$ cat src/rtl/bnn_pkg.sv
// Shared types for the BNN output-feature writer.
// Build option: OF_SAT_EN selects saturating accumulation.
package bnn_pkg;
  typedef enum logic [1:0] {
    IDLE,
    RUN,
    FLUSH,
    DONE
  } of_state_t;

  localparam int PACK_W = 32;
endpackage

$ cat src/rtl/of_binarize_writer_if.sv
// Psum beat stream in, packed BRAM word writes out.
// Build option: OF_SAT_EN (see of_binarize_writer).
interface of_binarize_writer_if
  import bnn_pkg::*;
#(
  parameter int PSUM_W = 10,
  parameter int ADDR_W = 16
);
  logic                     psum_valid;
  logic signed [PSUM_W-1:0] psum;
  logic                     first_channel;
  logic                     last_channel;
  logic                     of_we;
  logic [ADDR_W-1:0]        of_addr;
  logic [PACK_W-1:0]        of_wdata;

  modport master (
    output psum_valid, psum,
    output first_channel, last_channel,
    input  of_we, of_addr, of_wdata
  );

  modport slave (
    input  psum_valid, psum,
    input  first_channel, last_channel,
    output of_we, of_addr, of_wdata
  );
endinterface

$ cat src/rtl/of_bit_packer.sv
// Collects binarized pixel bits into a 32-bit word.
// Build option: OF_SAT_EN (no effect here).
module of_bit_packer
  import bnn_pkg::*;
(
  input  logic              clk,
  input  logic              rst,
  input  logic              clear,
  input  logic              bit_en,
  input  logic              bit_in,
  input  logic [4:0]        bit_cnt,
  input  logic              flush,
  output logic              full,
  output logic [PACK_W-1:0] word
);
  logic [PACK_W-1:0] pack;

  assign full = (bit_cnt == 5'd31);
  assign word = pack
    | (PACK_W'(bit_in) << bit_cnt);

  // once a word is handed off, restart empty
  always_ff @(posedge clk) begin
    if (rst || clear)
      pack <= '0;
    else if (bit_en)
      pack <= flush ? '0 : word;
  end
endmodule

$ cat src/rtl/of_binarize_writer.sv
// Accumulates psums, binarizes, packs and writes words.
// Build option: OF_SAT_EN saturates acc, else it wraps.
module of_binarize_writer
  import bnn_pkg::*;
#(
  parameter int PSUM_W = 10,
  parameter int ACC_W  = 16,
  parameter int ADDR_W = 16
)(
  input  logic                    clk,
  input  logic                    rst,
  input  logic                    start,
  input  logic [7:0]              out_size,
  input  logic signed [ACC_W-1:0] threshold,
  input  logic [ADDR_W-1:0]       base_addr,
  of_binarize_writer_if.slave     bus,
  output logic                    busy,
  output logic                    done,
  output logic                    err
);
  of_state_t state;

  logic signed [ACC_W-1:0] acc;
  logic signed [ACC_W-1:0] thr_q;
  logic [ADDR_W-1:0]       base_q;
  logic [ADDR_W-1:0]       word_cnt;
  logic [15:0]             total;
  logic [15:0]             pix_cnt;
  logic [4:0]              bit_cnt;
  logic                    pix_open;

  logic signed [ACC_W-1:0] psum_x;
  logic signed [ACC_W-1:0] add_r;
  logic signed [ACC_W-1:0] acc_next;
  logic                    bit_v;
  logic                    last_pix;
  logic                    pix_done;
  logic                    full;
  logic                    flush;
  logic [PACK_W-1:0]       word;

  assign psum_x = ACC_W'(bus.psum);

`ifdef OF_SAT_EN
  localparam logic signed [ACC_W-1:0] ACC_MAX =
    {1'b0, {(ACC_W-1){1'b1}}};
  localparam logic signed [ACC_W-1:0] ACC_MIN =
    {1'b1, {(ACC_W-1){1'b0}}};

  logic signed [ACC_W:0] sum_w;

  always_comb begin
    sum_w = {acc[ACC_W-1], acc}
      + {psum_x[ACC_W-1], psum_x};
    add_r = sum_w[ACC_W-1:0];
    // top two bits disagree on overflow
    if (sum_w[ACC_W] != sum_w[ACC_W-1])
      add_r = sum_w[ACC_W] ? ACC_MIN : ACC_MAX;
  end
`else
  assign add_r = acc + psum_x;
`endif

  assign acc_next = bus.first_channel
    ? psum_x : add_r;
  assign bit_v    = (acc_next >= thr_q);
  assign last_pix = (pix_cnt == total - 16'd1);
  assign pix_done = (state == RUN)
    && bus.psum_valid && bus.last_channel;
  assign flush    = full || last_pix;

  of_bit_packer u_packer (
    .clk     (clk),
    .rst     (rst),
    .clear   ((state == IDLE) && start),
    .bit_en  (pix_done),
    .bit_in  (bit_v),
    .bit_cnt (bit_cnt),
    .flush   (flush),
    .full    (full),
    .word    (word)
  );

  always_ff @(posedge clk) begin
    if (rst) begin
      state        <= IDLE;
      acc          <= '0;
      thr_q        <= '0;
      base_q       <= '0;
      word_cnt     <= '0;
      total        <= '0;
      pix_cnt      <= '0;
      bit_cnt      <= '0;
      pix_open     <= 1'b0;
      busy         <= 1'b0;
      done         <= 1'b0;
      err          <= 1'b0;
      bus.of_we    <= 1'b0;
      bus.of_addr  <= '0;
      bus.of_wdata <= '0;
    end else begin
      bus.of_we <= 1'b0;
      done      <= 1'b0;
      unique case (state)
        IDLE: if (start) begin
          thr_q    <= threshold;
          base_q   <= base_addr;
          total    <= 16'(out_size) * 16'(out_size);
          word_cnt <= '0;
          pix_cnt  <= '0;
          bit_cnt  <= '0;
          pix_open <= 1'b0;
          acc      <= '0;
          err      <= 1'b0;
          if (out_size == 8'd0) begin
            state <= DONE;
            done  <= 1'b1;
          end else begin
            state <= RUN;
            busy  <= 1'b1;
          end
        end
        RUN: if (bus.psum_valid) begin
          acc      <= acc_next;
          pix_open <= !bus.last_channel;
          if (pix_open == bus.first_channel)
            err <= 1'b1;
          if (bus.last_channel) begin
            pix_cnt <= pix_cnt + 16'd1;
            bit_cnt <= flush ? 5'd0 : bit_cnt + 5'd1;
            if (flush) begin
              bus.of_we    <= 1'b1;
              bus.of_addr  <= base_q + word_cnt;
              bus.of_wdata <= word;
              word_cnt     <= word_cnt + 1'b1;
            end
            if (last_pix)
              state <= FLUSH;
          end
        end
        FLUSH: begin
          state <= DONE;
          done  <= 1'b1;
          busy  <= 1'b0;
        end
        DONE: state <= IDLE;
        default: state <= IDLE;
      endcase
    end
  end
endmodule

$ cat src/flat_wrapper.sv
// flat-port wrapper written by rule: the top's interface ports become plain ports
module of_binarize_writer_flat import bnn_pkg::*;
#(
  parameter int PSUM_W = 10,
  parameter int ACC_W  = 16,
  parameter int ADDR_W = 16
)
  (clk, rst, start, out_size, threshold, base_addr, busy, done, err, bus_psum_valid, bus_psum, bus_first_channel, bus_last_channel, bus_of_we, bus_of_addr, bus_of_wdata);
  of_binarize_writer_if #(.PSUM_W(PSUM_W), .ADDR_W(ADDR_W)) bus_i ();
  input  logic clk;
  input  logic rst;
  input  logic start;
  input  logic [7:0] out_size;
  input  logic signed [ACC_W-1:0] threshold;
  input  logic [ADDR_W-1:0] base_addr;
  output logic busy;
  output logic done;
  output logic err;
  input wire logic [$bits(bus_i.psum_valid)-1:0] bus_psum_valid;
  input wire logic [$bits(bus_i.psum)-1:0] bus_psum;
  input wire logic [$bits(bus_i.first_channel)-1:0] bus_first_channel;
  input wire logic [$bits(bus_i.last_channel)-1:0] bus_last_channel;
  output wire logic [$bits(bus_i.of_we)-1:0] bus_of_we;
  output wire logic [$bits(bus_i.of_addr)-1:0] bus_of_addr;
  output wire logic [$bits(bus_i.of_wdata)-1:0] bus_of_wdata;
  assign bus_i.psum_valid = bus_psum_valid;
  assign bus_i.psum = bus_psum;
  assign bus_i.first_channel = bus_first_channel;
  assign bus_i.last_channel = bus_last_channel;
  assign bus_of_we = bus_i.of_we;
  assign bus_of_addr = bus_i.of_addr;
  assign bus_of_wdata = bus_i.of_wdata;
  of_binarize_writer #(.PSUM_W(PSUM_W), .ACC_W(ACC_W), .ADDR_W(ADDR_W)) u_core (.clk(clk), .rst(rst), .start(start), .out_size(out_size), .threshold(threshold), .base_addr(base_addr), .bus(bus_i), .busy(busy), .done(done), .err(err));
endmodule
$ cat config.mk
export PLATFORM = sky130hd
export DESIGN_NAME = of_binarize_writer_flat
export DESIGN_NICKNAME = d
export VERILOG_FILES = /design/src/rtl/bnn_pkg.sv /design/src/rtl/of_binarize_writer_if.sv /design/src/rtl/of_bit_packer.sv /design/src/rtl/of_binarize_writer.sv /design/src/flat_wrapper.sv
export SDC_FILE = /design/constraint.sdc
export NUM_CORES = 1
export LEC_CHECK = 0
export CORE_MARGIN = 4
export CORE_UTILIZATION = 38
export CTS_CLUSTER_SIZE = 30
export DETAILED_ROUTE_END_ITERATION = 12
export GPL_TIMING_DRIVEN = 0
export PLACE_DENSITY_LB_ADDON = 0.12
export SYNTH_ARGS = -nofsm -noshare
export SYNTH_HDL_FRONTEND = slang
export SYNTH_HIERARCHICAL = 1
export SYNTH_SLANG_ARGS = --single-unit
$ cat constraint.sdc
create_clock -name clk -period 6.3 [get_ports clk]
set_input_delay 1.575 -clock clk [delete_from_list [all_inputs] [get_ports clk]]
set_output_delay 1.575 -clock clk [all_outputs]
set_load 0.01 [all_outputs]
# Word-level counts from Yosys, hierarchy flattened
# Cells that the tools add are included.
# totals
in_bits,56
regBits,188
out_inout_bits,52
elab_cells,97
# op_classes
mux,36
n_bitwise,4
n_reduce_logical,19
mul,1
order_cmp,1
n_addsub,6
shift,1
n_eq_ne,13
# op_table
op,n
$mux W16,8
$pmux W16 S2,3
$add A16 B1 Y16 const B,2
$mux W32,1
$or A32 B32 Y32,1
$shl A1 B5 Y32,1
$mux W5,4
$add A16 B10 Y16,1
$add A16 B16 Y16,1
$eq A16 B16 Y1,1
$ge A16 B16 Y1,1
$mul A8 B8 Y16,1
$reduce_and A4 Y1,4
$sub A16 B1 Y16 const B,1
$mux W2,5
$ne A2 B2 Y1 const B,5
$pmux W5 S2,1
$mux W1,9
$logic_not A8 Y1,1
$pmux W1 S2,4
$pmux W2 S4,1
$reduce_and A3 Y1,2
$add A5 B1 Y5 const B,1
$eq A5 B5 Y1 const B,1
13 further kinds,21

# Longest topological paths before layout
# depth
depth_word,7
ltp_mapped,24

# Cells and area by module
# Netlist, hierarchy kept.
# by_module_without_submodules
mod,cells_each,instances,area_per_inst_um2
of_binarize_writer,1216,1,9990.8
of_bit_packer,167,1,1460.2

# Worst setup path after synthesis
# OpenSTA, ideal clock, no wires.
# synth_timing
path_kind,in2reg
from,in out_size[2]
to,reg u_core.total[15]
cell_stages,16
setup_slack_ps,766
arrival_ps,5472
cell_sequence,clkbuf_1 nand2_1 fa_1 inv_1 fa_1 fa_1 inv_1 fa_1 inv_1 ha_1 a21oi_1 o21ai_0 a21oi_1 a211oi_1 or4_1 nand3_1
# synth_between
elab_chain_cells,1
# synth_rtl
element,line_no,text
from (decl),flat_wrapper.sv:13,input logic [7:0] out_size;
$mul A8 B8 Y16,of_binarize_writer.sv:108,total <= 16'(out_size) * 16'(out_size);
to (signal assigned),of_binarize_writer.sv:108,
to (decl),of_binarize_writer.sv:27,logic [15:0] total;
# Every way passes these cells.
# A chain may end at the register's enable or synchronous reset.

# Final worst setup path
# layout_timing
from,in bus_psum[0]
to,reg u_core.bus.of_wdata[13]
# layout_between
elab_chain_cells,5
# layout_rtl
element,line_no,text
from (decl),flat_wrapper.sv:20,input wire logic [$bits(bus_i.psum)-1:0] bus_psum;
$add A16 B10 Y16,of_binarize_writer.sv:61,assign add_r = acc + psum_x;
$mux W16 (*),of_binarize_writer.sv:65,? psum_x : add_r;
$ge A16 B16 Y1 (*),of_binarize_writer.sv:66,assign bit_v = (acc_next >= thr_q);
via u_core.bit_v,of_binarize_writer.sv:35,logic bit_v;
$shl A1 B5 Y32 (*),of_bit_packer.sv:20,| (PACK_W'(bit_in) << bit_cnt);
$or A32 B32 Y32 (*),of_bit_packer.sv:20,
via u_core.word[13],of_binarize_writer.sv:40,logic [PACK_W-1:0] word;
to (signal assigned),of_binarize_writer.sv:134,bus.of_wdata <= word;
to (decl),of_binarize_writer_if.sv:26,"output of_we, of_addr, of_wdata"
# The timed path passes the listed nets; every way through them passes the cells marked *.

==> impl_metrics.ini <==
[run_status]
status = finished clean

[clock_network]
cts.clk_slew.worst_paths_ps = 90
post_cts_buffers = 0
clk_latency_ps = 450
cts_resized = 0
root_buffer = clkbuf_16
cts_tree = yes
ctsLongestPathBuffers = 2
cts_inserted_buffers = 17
holdBufCountCts = 0
htree_levels = 4
cts_sinks = 187

[place]
dp_cells = 1876
portBuffers = 103
gp_congestion = 0.829
place_ws_ps = -351
place_hpwl_mm = 23.2

[drt]
route.detailed.drc = 0
drt_iter0_drc = 542
ant_nets = 0
wirelength_mm = 30.3
first_pass_iters = 4
drt-vias-per-instance = 5.14
vias = 9807
routedWlPerCell_microns = 15.9

[worst_setup_path]
crit_type = in2reg
worstSetupStartpointType = input port
critPathMaxFanout = 8
required_ps = 6690
crit_path_end_kind = register
arrival_ps = 6370
reg2reg_depth = 24

[synth]
synth_top_cell_by_area = dfxtp_1
avgSynthCellArea_sq_um = 8.28
synth_top_area_frac = 0.327
async_flop_share = 0
seq_area_frac_synth = 0.327
synth_cells = 1383
synth_area_leaders = dfxtp_1, ha_1, a21oi_1
ys_ff_latch = 187
synth_edf_count = 0
syn-num-nets = 1547
synth_ff_type = dfxtp_1
syn-cell-area_sq_um = 11500
ys.warnings.count = 6
synth_cell_types = 76

[die]
fp.dieArea_sq_um = 33000
initial_core_util = 0.385
die_w_microns = 182
die-height_microns = 182
io_pins = 108
rows = 63
coreArea_sq_um = 29700

[final_layout]
final_cell_mix = dfxtp_1, nor2_1, nand2_1
num_antenna_cells = 0
area_delta_synth_final_pct = 19.3
nFillCells = 2941
nets = 1669
drive_gt1_frac = 0.0573
regArea_sq_um = 3740
final_common_cell = dfxtp_1
multiInputGateArea_sq_um = 7050
finalNonFillerCells = 1908

[min_path]
hold_class = reg2reg
min_delay_path_depth = 2

[timing]
fin_skew_ps = 19.7
hold_slack_ps = 453
rsz0062_at_grt = no
fmax_mhz = 167
setup_viol = 0
finalHoldViolations = 0
drv_slew = 0
timing.final.crit_share = 0.950
timing.final.crit_period_ps = 5980
slew_headroom = 0.410
fin_ws_ps = 318
worst_slew_pin_slew_ps = 882

[global_route]
grt-ovfl-total = 0
antenna_found_initial = 0
grt_pass1_wl_mm = 49.4
grt_pass1_vias = 9549
grt_usage = 0.182
grt_max_degree = 23

[run]
cap_violations = 0

[power_and_ir_drop]
p_leak_nw = 6.05
powerDensity_nw_per_um2 = 294
ir_drop_mv = 0.208
==> registers in the layout, indices dropped and copies added, names as in the netlist, 2 cells and up <==
register,flops
u_core/bus.of_wdata,32
u_core/u_packer/pack,32
u_core/acc,16
u_core/base_q,16
u_core/bus.of_addr,16
u_core/pix_cnt,16
u_core/thr_q,16
u_core/word_cnt,16
u_core/total,15
u_core/bit_cnt,5
u_core/state,2
==> final cells by class <==
cell class	count	share of cell area
Buffer	73	0.0244
Clock buffer	17	0.0312
Clock inverter	15	0.0170
Inverter	93	0.0256
Multi-Input combinational cell	1030	0.516
Sequential cell	187	0.274
Tap cell	390	0.0357
Timing Repair Buffer	103	0.0755
==> worst max-delay path, cell delays in order <==
cell and delay [ps]:
clkdlybuf4s50_1 500, ha_1 170, inv_1 60, fa_1 400
nand2b_1 200, a21oi_2 220, o21ai_0 120, a21boi_0 250
o21ai_0 130, a21boi_0 190, o31ai_1 140, ha_1 230
a21o_1 150, a21o_1 170, a21oi_1 150, nor2_1 70
a311oi_2 300, o21ai_0 130, o21ai_0 90, a31o_2 230
nor4bb_2 330, buf_2 230, a31o_1 180, mux2i_1 70
nor2_1 80
==> cells in the mapped netlist, types with 14 or more instances <==
cell      instances
dfxtp_1         187
nor2_1          168
nand2_1         158
a21oi_1         126
inv_1            93
ha_1             81
mux2i_1          57
clkbuf_1         47
a21o_1           38
xnor2_1          38
o21ai_0          33
nand3_1          31
xor2_1           28
fa_1             27
and2_1           25
nand4_1          19
nor3_1           19
buf_2            17
a211oi_1         14
==> metrics by stage <==
| step | TNS, ps | cell area, sq um | utilization | power, mW |
|---|---|---|---|---|
| 6_report | 0 | 13700 | 0.460 | 4.02 |
| 5_1_grt | 0 | 13700 | 0.460 | 4.31 |
| 4_1_cts | 0 | 13600 | 0.459 | 4.05 |
| 3_5_place_dp | -8500 | 13000 | 0.436 | 2.86 |
| 3_3_place_gp | -3620 | 13000 | 0.436 | 2.84 |
| 2_1_floorplan | 0 | 11500 | - | 2.46 |
==> cell families after synthesis <==
family                   synth area share
AO/OA/AOI/OAI                       0.168
XOR/XNOR                           0.0526
buffers and inverters              0.0595
AND/OR/NAND/NOR                     0.206
flip-flops                          0.327
multiplexers                       0.0518
adder cells (fa/ha/maj)             0.136
==> final timing paths <==
path,slack [ps],startpoint,end
worst max-delay path,320,bus_psum[0],u_core/bus.of_wdata[13]$_SDFFE_PP0P_
worst min-delay path,450,u_core/bus.of_addr[4]$_SDFFE_PP0P_,u_core/bus.of_addr[4]$_SDFFE_PP0P_
worst max register to register,1630,u_core/acc[0]$_SDFFE_PP0P_,u_core/bus.of_wdata[13]$_SDFFE_PP0P_
worst min register to register,450,u_core/bus.of_addr[4]$_SDFFE_PP0P_,u_core/bus.of_addr[4]$_SDFFE_PP0P_
==> routing by layer <==
metal | global-route usage | share of wire | wire length [microns]
met5 | 0 | 0 | 0
met4 | 0.0447 | 0.013 | 405
met1 | 0.244 | 0.48 | 14700
met2 | 0.316 | 0.48 | 14600
met3 | 0.0198 | 0.021 | 626
==> power breakdown <==
group          switching, mW  total (mW)  internal, mW
registers             0.0858        1.36          1.27
clock network          0.586        1.18         0.592
logic                  0.900        1.48         0.580
Note: power is estimated with default switching activity, not from simulation.
